[config.mk]
export PLATFORM = sky130hd
export DESIGN_NAME = fifo_access_sched
export DESIGN_NICKNAME = d
export VERILOG_FILES = /design/src/rtl/fifo_access_sched.sv
export SDC_FILE = /design/constraint.sdc
export NUM_CORES = 1
export LEC_CHECK = 0
export CAP_MARGIN = 0
export CORE_MARGIN = 2
export CORE_UTILIZATION = 44
export CTS_BUF_LIST = sky130_fd_sc_hd__clkbuf_8 sky130_fd_sc_hd__clkbuf_16
export CTS_CLUSTER_SIZE = 16
export DETAILED_ROUTE_END_ITERATION = 16
export HOLD_SLACK_MARGIN = 0.15
export MAX_ROUTING_LAYER = met4
export PLACE_DENSITY = 0.9
export SYNTH_ARGS = -nofsm -noshare
export SYNTH_HDL_FRONTEND = slang
export SYNTH_SLANG_ARGS = --single-unit
[constraint.sdc]
create_clock -name clk -period 6.75 [get_ports clk]
set_input_delay 2.025 -clock clk [delete_from_list [all_inputs] [get_ports clk]]
set_output_delay 2.025 -clock clk [all_outputs]
set_load 0.03 [all_outputs]
[src/rtl/fifo_access_sched.sv]
// -----------------------------------------------------------------------------
// fifo_access_sched
// Owns the control port of a shared FIFO. Arbitrates NUM_WR producers
// round-robin onto the write side and a single consumer onto the read side,
// issuing at most one registered command per cycle (never write and read
// together). Tracks committed occupancy so commands cannot overflow or
// underflow the FIFO, and cross-checks that count against the FIFO flags.
//
// Ports
//   clk, rstN      : clock, synchronous active-low reset
//   wr_req/wr_data : per-producer write request (level) and data slices
//   wr_gnt         : one-hot pulse, write committed
//   rd_req/rd_gnt  : consumer read request (level) / read committed pulse
//   rd_valid/rd_data : read data returned two cycles after the request
//   fifo_*         : FIFO command, data and status connections
//   count          : committed occupancy, 0..FIFO_DEPTH
//   err            : sticky, occupancy and FIFO flags disagree
// -----------------------------------------------------------------------------
module fifo_access_sched #(
   parameter int unsigned NUM_WR     = 4,
   parameter int unsigned FIFO_WIDTH = 8,
   parameter int unsigned FIFO_DEPTH = 64
) (
   input  logic                             clk,
   input  logic                             rstN,
   input  logic [NUM_WR-1:0]                wr_req,
   input  logic [NUM_WR*FIFO_WIDTH-1:0]     wr_data,
   output logic [NUM_WR-1:0]                wr_gnt,
   input  logic                             rd_req,
   output logic                             rd_gnt,
   output logic                             rd_valid,
   output logic [FIFO_WIDTH-1:0]            rd_data,
   output logic                             fifo_wr_en,
   output logic                             fifo_rd_en,
   output logic [FIFO_WIDTH-1:0]            fifo_data_in,
   input  logic [FIFO_WIDTH-1:0]            fifo_data_out,
   input  logic                             fifo_empty,
   input  logic                             fifo_full,
   output logic [$clog2(FIFO_DEPTH+1)-1:0]  count,
   output logic                             err
);

   localparam int unsigned CNT_W = $clog2(FIFO_DEPTH + 1);
   localparam int unsigned IDX_W = (NUM_WR > 1) ? $clog2(NUM_WR) : 1;

   // Registered state
   logic [NUM_WR-1:0]     wr_gnt_q,       wr_gnt_d;
   logic                  rd_gnt_q,       rd_gnt_d;
   logic                  rd_valid_q,     rd_valid_d;
   logic                  fifo_wr_en_q,   fifo_wr_en_d;
   logic                  fifo_rd_en_q,   fifo_rd_en_d;
   logic [FIFO_WIDTH-1:0] fifo_data_in_q, fifo_data_in_d;
   logic [CNT_W-1:0]      count_q,        count_d;
   logic [CNT_W-1:0]      cnt_dly_q,      cnt_dly_d;
   logic                  err_q,          err_d;
   logic                  rd_pri_q,       rd_pri_d;
   logic [IDX_W-1:0]      last_wr_q,      last_wr_d;
   logic                  chk_en_q,       chk_en_d;

   // Arbitration signals
   logic [NUM_WR-1:0]     wr_elig;
   logic                  wr_any;
   logic                  rd_elig;
   logic                  do_wr;
   logic                  do_rd;
   logic [IDX_W-1:0]      wr_sel;
   logic [IDX_W-1:0]      rr_idx;
   logic                  cnt_room;
   logic                  cnt_avail;
   logic                  flag_mismatch;

   assign cnt_room  = (count_q < CNT_W'(FIFO_DEPTH));
   assign cnt_avail = (count_q != '0);

   // Eligibility and round-robin writer selection
   always_comb begin : arb_p
      wr_elig = '0;
      wr_any  = 1'b0;
      wr_sel  = last_wr_q;
      rr_idx  = '0;
      for (int k = 0; k < int'(NUM_WR); k++) begin
         wr_elig[k] = wr_req[k] & ~wr_gnt_q[k] & cnt_room;
      end
      // Scan farthest offset first so the nearest eligible writer after last_wr wins
      for (int off = int'(NUM_WR); off > 0; off--) begin
         rr_idx = IDX_W'((int'(last_wr_q) + off) % int'(NUM_WR));
         if (wr_elig[rr_idx]) begin
            wr_any = 1'b1;
            wr_sel = rr_idx;
         end
      end
      rd_elig = rd_req & ~rd_gnt_q & cnt_avail;
   end

   // Read/write conflict resolution; rd_pri flips only on conflict cycles
   always_comb begin : conflict_p
      do_wr    = wr_any;
      do_rd    = rd_elig;
      rd_pri_d = rd_pri_q;
      if (wr_any && rd_elig) begin
         if (rd_pri_q) begin
            do_wr = 1'b0;
         end else begin
            do_rd = 1'b0;
         end
         rd_pri_d = ~rd_pri_q;
      end
   end

   // Command issue, occupancy tracking and flag cross-check
   always_comb begin : next_p
      wr_gnt_d       = '0;
      rd_gnt_d       = 1'b0;
      fifo_wr_en_d   = 1'b0;
      fifo_rd_en_d   = 1'b0;
      fifo_data_in_d = fifo_data_in_q;
      count_d        = count_q;
      last_wr_d      = last_wr_q;
      rd_valid_d     = fifo_rd_en_q;
      cnt_dly_d      = count_q;
      chk_en_d       = 1'b1;

      if (do_wr) begin
         wr_gnt_d[wr_sel] = 1'b1;
         fifo_wr_en_d     = 1'b1;
         fifo_data_in_d   = wr_data[int'(wr_sel)*int'(FIFO_WIDTH) +: FIFO_WIDTH];
         count_d          = count_q + CNT_W'(1);
         last_wr_d        = wr_sel;
      end else if (do_rd) begin
         rd_gnt_d     = 1'b1;
         fifo_rd_en_d = 1'b1;
         count_d      = count_q - CNT_W'(1);
      end

      // cnt_dly lines up with the FIFO flags, which lag the command by one cycle
      flag_mismatch = ((cnt_dly_q == '0) != fifo_empty) ||
                      ((cnt_dly_q == CNT_W'(FIFO_DEPTH)) != fifo_full);
      err_d = err_q | (chk_en_q & flag_mismatch);
   end

   // State registers
   always_ff @(posedge clk) begin : state_p
      if (!rstN) begin
         wr_gnt_q       <= '0;
         rd_gnt_q       <= 1'b0;
         rd_valid_q     <= 1'b0;
         fifo_wr_en_q   <= 1'b0;
         fifo_rd_en_q   <= 1'b0;
         fifo_data_in_q <= '0;
         count_q        <= '0;
         cnt_dly_q      <= '0;
         err_q          <= 1'b0;
         rd_pri_q       <= 1'b0;
         last_wr_q      <= IDX_W'(NUM_WR - 1);
         chk_en_q       <= 1'b0;
      end else begin
         wr_gnt_q       <= wr_gnt_d;
         rd_gnt_q       <= rd_gnt_d;
         rd_valid_q     <= rd_valid_d;
         fifo_wr_en_q   <= fifo_wr_en_d;
         fifo_rd_en_q   <= fifo_rd_en_d;
         fifo_data_in_q <= fifo_data_in_d;
         count_q        <= count_d;
         cnt_dly_q      <= cnt_dly_d;
         err_q          <= err_d;
         rd_pri_q       <= rd_pri_d;
         last_wr_q      <= last_wr_d;
         chk_en_q       <= chk_en_d;
      end
   end

   assign wr_gnt       = wr_gnt_q;
   assign rd_gnt       = rd_gnt_q;
   assign rd_valid     = rd_valid_q;
   assign rd_data      = fifo_data_out;
   assign fifo_wr_en   = fifo_wr_en_q;
   assign fifo_rd_en   = fifo_rd_en_q;
   assign fifo_data_in = fifo_data_in_q;
   assign count        = count_q;
   assign err          = err_q;

   // Structural invariants of the issue logic
   a_no_wr_rd_together : assert property (@(posedge clk) disable iff (!rstN)
                                          !(fifo_wr_en_q && fifo_rd_en_q));
   a_count_bounded     : assert property (@(posedge clk) disable iff (!rstN)
                                          count_q <= CNT_W'(FIFO_DEPTH));

endmodule
==> impl_summary.txt, run 1 <==
----------------------------------------------------
[Timing]
  Unrepaired setup endpoints after global routing ... false
  Max Slew Vio Count ... 0
  Worst-case clock skew ... 3.30 ps
  FMAX ... 214 MHz
  # setup viols final ... 0
  Max-Slew Margin vs Limit ... 29.1%
  Period utilisation layout ... 69.3%
  Worst slack on hold paths ... 459 ps
  Setup total negative slack ... 0 ps
  Transition time of the tightest slew-check pin ... 1060 ps
  Count of endpoints failing hold in the final timing report ... 0
  Crit path time final ... 4670 ps

[Logic synthesis]
  Async set or reset register ratio after synthesis ... 0%
  Synthesis warning total ... 0
  Synthesized instance count ... 189
  Main synth FF type ... dfxtp_1
  Most frequent cell after synthesis ... dfxtp_1
  Net count of the mapped netlist ... 244
  EDFF count, synth ... 0
  Mean instance size in the synthesized netlist ... 9.29 um^2
  Post-synth top area share ... 38.7%
  Top area cells in the synthesized netlist ... dfxtp_1, mux2i_1, o221ai_1, buf_4, ha_1
  Seq cells post-synth ... 34
  Sequential-to-total area share from yosys stat ... 38.7%
  Most numerous cell types in the synthesized netlist ... dfxtp_1, mux2i_1, nor2_1, nand3_1
  Library cell occupying the most area in the post-synthesis netlist ... dfxtp_1
  Post-synthesis instance area ... 1760 um^2
  Count of cell types in the netlist ... 41

[Global route]
  Maximum number of pins on one net before global-route repair ... 23
  Wire length of the first global-routing pass ... 6980 um
  Initial antenna violation count ... 0
  Overall routing resource usage ... 20.7%
  Number of global-route vias before repair ... 1,592
  Global route overflow ... 0

[Clocking]
  Hold buffer count at cts ... 0
  Num CTS Buffers ... 5
  Number of resized instances in the post-cts repair step ... 0
  Clock Tree Root ... clkbuf_8
  Deepest level of the CTS H-tree ... 2
  Clock insertion delay at the later pin of the skew report ... 280 ps
  CTS clk-pin slew, worst paths ... 60 ps
  Number of sinks handled by clock tree synthesis ... 34
  TritonCTS clock tree ... yes
  Post-CTS Setup Inserts ... 0
  Maximum clock insertion buffer count ... 2

[Route]
  Vias per Instance ... 5.48
  Pre-Repair DR Iteration Count ... 4
  1st-iter DRT viols ... 135
  DRT Wirelength ... 4220 um
  Remaining antenna violation count after routing ... 0
  Average detailed-routed wire length per instance ... 14.5 um
  Via total after detailed routing ... 1,590
  Total DRC errors in the routed layout ... 0

[Setup path]
  Reg-to-Reg Start ... count[3]
  Max FO, Critical Path ... 20
  Type of the setup path with the least slack ... in -> reg
  Arrival time of data at the critical path endpoint ... 4850 ps
  Startpoint kind of the worst setup timing path ... primary input
  Critical-path cell with the highest stage delay ... clkdlybuf4s50_1
  Data required, critical path ... 6920 ps
  Crit path largest cell delay ... 500 ps
  Nature of the critical path endpoint ... register
  Origin of the worst setup path ... wr_req[1]
  Ordered list of cells on the worst path ... clkdlybuf4s50_1, nand2b_1, a41o_1, a21oi_4, inv_2, fa_1, a211oi_1, o21bai_1, a21oi_1, mux2i_1, mux2_1

[Cells and area]
  Post-route non-filler standard cell count ... 290
  Number of inserted diodes ... 0
  Proportion of layout cells with a drive suffix above 1 ... 4.55%
  Syn-to-layout area delta ... 38.8%
  Final net count ... 298
  Number of inserted filler cells in the final layout ... 350

[Pwr]
  Post-layout power ... 1.20 mW
  Static Leakage ... 1.01 nW
  Highest ir drop seen on vdd ... 0.220 mV
  Power density relative to cell area ... 493 nW/um^2

[Hold path]
  Startpoint of the lowest-slack hold path ... err
  Worst Hold Class ... reg -> reg

[Floorplan]
  Initial standard-cell utilization of the core ... 46.9%
  I/O Pins ... 81
  Die ar. ... 4510 um^2
  Die Span Y ... 67.2 um
  Core Box Area ... 3740 um^2
  Width of the die ... 67.2 um
  Row Count ... 22

[Placement]
  Cell count after placement ... 284
  IO Port Bufs ... 64
  HPWL after detailed placement ... 3140 um
  Gp weighted congestion ... 0.886

[Job]
  Max-cap violation count ... 0

[Run status]
  Status ... finished clean

----------------------------------------------------
## path summary, 6_finish.rpt
kind              end  slack, ps  cells past startpoint
min               err        460                      2
min reg2reg       err        460                      2
max          count[6]       2080                     11
max reg2reg  count[6]       3770                     10
## registers in the layout, indices dropped and copies added, names as in the netlist
| register | cells |
|---|---|
| chk_en_q | 1 |
| rd_valid | 1 |
| cnt_dly_q | 7 |
| wr_gnt | 4 |
| count | 7 |
| fifo_wr_en | 1 |
| fifo_rd_en | 1 |
| last_wr_q | 2 |
| rd_pri_q | 1 |
| fifo_data_in | 8 |
| err | 1 |
## layer usage
metal	up-vias	part of all wire [%]	GRT usage [%]
li1	777	-	-
met1	748	41	22.9
met2	57	51	34.4
met3	8	7.1	8.00
met4	0	0.97	6.38
met5	-	0	-
## report_power, final
group / internal [mW] / switching (mW) / leakage [nW]
logic: 0.328 / 0.397 / 0.686
registers: 0.268 / 0.0628 / 0.281
clock network: 0.0785 / 0.0671 / 0.0431
total: 0.675 / 0.527 / 1.01
## kinds of logic after synthesis
logic type | count (synthesis) | synth area share, %
xor+xnor | 5 | 2.49
mux | 22 | 12.7
fa+ha+maj | 6 | 4.70
simple gates | 64 | 18.9
buf+inv | 23 | 7.05
compound gates | 35 | 15.4
flops | 34 | 38.7
## stage by stage
stage | setup WS, ps | instance area (um^2) | util, %
2_1_floorplan | 2290 | 1760 | -
3_3_place_gp | 1920 | 2360 | 62.9
3_5_place_dp | 1780 | 2360 | 62.9
4_1_cts | 2080 | 2440 | 65.1
5_1_grt | 1930 | 2440 | 65.1
6_report | 2080 | 2440 | 65.1
## placed cells by master (no fill, tap or decap), types with 2 or more instances in the layout
master,count
nand2_1,10
nor2b_1,3
mux2i_1,20
inv_1,5
a41o_1,2
nor2_1,14
nand3_1,11
and2_1,8
o21ai_0,3
nor3b_1,2
xor2_1,3
nand2b_1,6
ha_1,5
xnor2_1,2
nor3_1,5
dfxtp_1,34
a31oi_1,2
a21o_1,3
clkbuf_8,6
o221ai_1,10
a21oi_1,6
clkdlybuf4s50_1,64
## critical path, delay by kind of cell
kind	cells	cell delay, ps
adders and majority gates	1	460
AOI/OAI and AO/OA	5	1030
muxes	2	540
and+or+nand+nor	1	100
buffers and inverters	2	680
## layout make-up
type	instances	area (um^2)	area share, %
Multi-Input combinational cell	132	952	39.0
Tap cell	48	60.1	2.46
Timing Repair Buffer	64	641	26.3
Sequential cell	34	681	27.9
Inverter	6	22.5	0.924
Clock buffer	6	82.6	3.39
Power figures use the tool's default switching activity.
==> run 2: changes to the inputs <==
CORE_UTILIZATION = 37   (was 44)
PLACE_DENSITY = 0.81   (was 0.9)
clock period = 3.8 ns   (was 6.75 ns; I/O delays follow)
==> impl_summary.txt, run 2 (same netlist as run 1, synthesis figures left out) <==
----------------------------------------------------
[Run status]
  Status ... finished clean

[Global route]
  Overall routing resource usage ... 17.1%
  Global route overflow ... 0
  Wire length of the first global-routing pass ... 6890 um
  Maximum number of pins on one net before global-route repair ... 22
  Number of global-route vias before repair ... 1,518
  Initial antenna violation count ... 0

[Route]
  Vias per Instance ... 5.20
  Total DRC errors in the routed layout ... 0
  Average detailed-routed wire length per instance ... 13.8 um
  Via total after detailed routing ... 1,612
  Remaining antenna violation count after routing ... 0
  DRT Wirelength ... 4270 um
  1st-iter DRT viols ... 81
  Pre-Repair DR Iteration Count ... 4

[Pwr]
  Post-layout power ... 2.27 mW
  Switching part of the total power ... 42.1%
  Clk network pwr share ... 14.1%
  Highest ir drop seen on vdd ... 0.403 mV
  Power density relative to cell area ... 886 nW/um^2
  Sequential group share of total power ... 26.0%
  Static Leakage ... 1.09 nW
  Sw power ... 954 uW
  Internal cell power ... 1.31 mW
  Comb power frac ... 60.0%

[Cells and area]
  Top library cells by usage in the layout, fill and taps aside ... clkdlybuf4s50_1, dfxtp_1, mux2i_1
  Syn-to-layout area delta ... 45.7%
  Proportion of layout cells with a drive suffix above 1 ... 8.98%
  Area of combinational cells with multiple inputs ... 952 um^2
  Final net count ... 310
  Number of inserted filler cells in the final layout ... 419
  Sequential Area ... 681 um^2
  Number of inserted diodes ... 0
  Number of flip-flops under the largest register name ... 8
  Leading cell type in the layout, fill and taps excluded ... clkdlybuf4s50_1
  Summed area of non-filler cells in the final layout ... 2560 um^2

[Clocking]
  Post-CTS Setup Inserts ... 0
  TritonCTS clock tree ... yes
  Number of resized instances in the post-cts repair step ... 0
  Num CTS Buffers ... 5
  Maximum clock insertion buffer count ... 2
  Clock Tree Root ... clkbuf_8
  Clock insertion delay at the later pin of the skew report ... 290 ps
  Deepest level of the CTS H-tree ... 2
  Number of sinks handled by clock tree synthesis ... 34
  Hold buffer count at cts ... 0
  CTS clk-pin slew, worst paths ... 70 ps

[Placement]
  Gp weighted congestion ... 0.909
  HPWL after detailed placement ... 3210 um
  Cell area after placement ... 2450 um^2
  IO Port Bufs ... 64
  Worst setup slack before clock tree synthesis ... -10.8 ps

[Floorplan]
  Width of the die ... 72.9 um
  I/O Pins ... 81
  Core Box Area ... 4660 um^2
  Die ar. ... 5320 um^2
  Row Count ... 25
  Die Span Y ... 72.9 um
  Initial standard-cell utilization of the core ... 37.7%

[Timing]
  Worst-case clock skew ... 8.62 ps
  Count of endpoints failing hold in the final timing report ... 0
  Period utilisation layout ... 92.1%
  FMAX ... 286 MHz
  Crit path time final ... 3500 ps
  Worst path setup slack after routing ... 298 ps
  Max-Slew Margin vs Limit ... 27.2%
  Max Slew Vio Count ... 0
  Unrepaired setup endpoints after global routing ... false
  Transition time of the tightest slew-check pin ... 1090 ps
  # setup viols final ... 0

[Job]
  Max-cap violation count ... 0

[Setup path]
  Type of the setup path with the least slack ... in -> reg
  Max FO, Critical Path ... 5
  Startpoint kind of the worst setup timing path ... primary input
  Nature of the critical path endpoint ... register
  Arrival time of data at the critical path endpoint ... 3680 ps
  Data required, critical path ... 3980 ps

[Hold path]
  Worst Hold Class ... reg -> reg

----------------------------------------------------
run 2: stage by stage:
| step | util (%) | setup TNS [ps] | cells | hold slack (ps) |
|---|---|---|---|---|
| 3_5_place_dp | 52.6 | -10.8 | 302 | 441 |
| 5_1_grt | 54.9 | 0 | 310 | 478 |
| 2_1_floorplan | - | 0 | 189 | 443 |
| 4_1_cts | 54.9 | 0 | 310 | 452 |
| 6_report | 54.9 | 0 | 310 | 447 |
| 3_3_place_gp | 52.6 | 0 | 302 | 435 |
run 2: critical path: stages:
cell	delay, ps
clkdlybuf4s50_1	480
nand2b_1	80
a41o_1	290
a21oi_4	140
inv_2	80
fa_1	390
a211oi_1	240
o21bai_1	100
a21oi_1	190
mux2i_1	230
mux2_1	330
run 2: path summary, 6_finish.rpt:
path	start	cells after the start	endpoint	slack (ps)
worst min register to register	err	2	err	450
worst max-delay path	wr_req[1]	11	count[6]	300
worst max register to register	count[3]	10	count[6]	1120
worst min-delay path	err	2	err	450
run 2: power groups by stage:
stage / combinational, mW / clock (mW) / sequential [mW]
floorplan: 0.812 / 0 / 0.717
global placement: 1.32 / 0 / 0.594
detailed placement: 1.35 / 0 / 0.597
CTS: 1.36 / 0.325 / 0.590
global route: 1.48 / 0.342 / 0.605
finish: 1.36 / 0.319 / 0.589
run 2: layout make-up:
cell class | count | share of cell area [%]
inverter | 6 | 0.880
tap | 54 | 2.64
multi-input combinational | 132 | 37.2
timing repair buffer | 76 | 28.5
sequential | 34 | 26.6
clock buffer | 5 | 2.69
clock inverter | 3 | 1.47
run 2: layer usage:
layer	global-route usage (%)	wire, um	share of wire (%)
met1	20.9	1860	43
met2	26.8	2120	50
met3	5.80	244	5.7
met4	4.73	42	0.98
met5	-	0	0
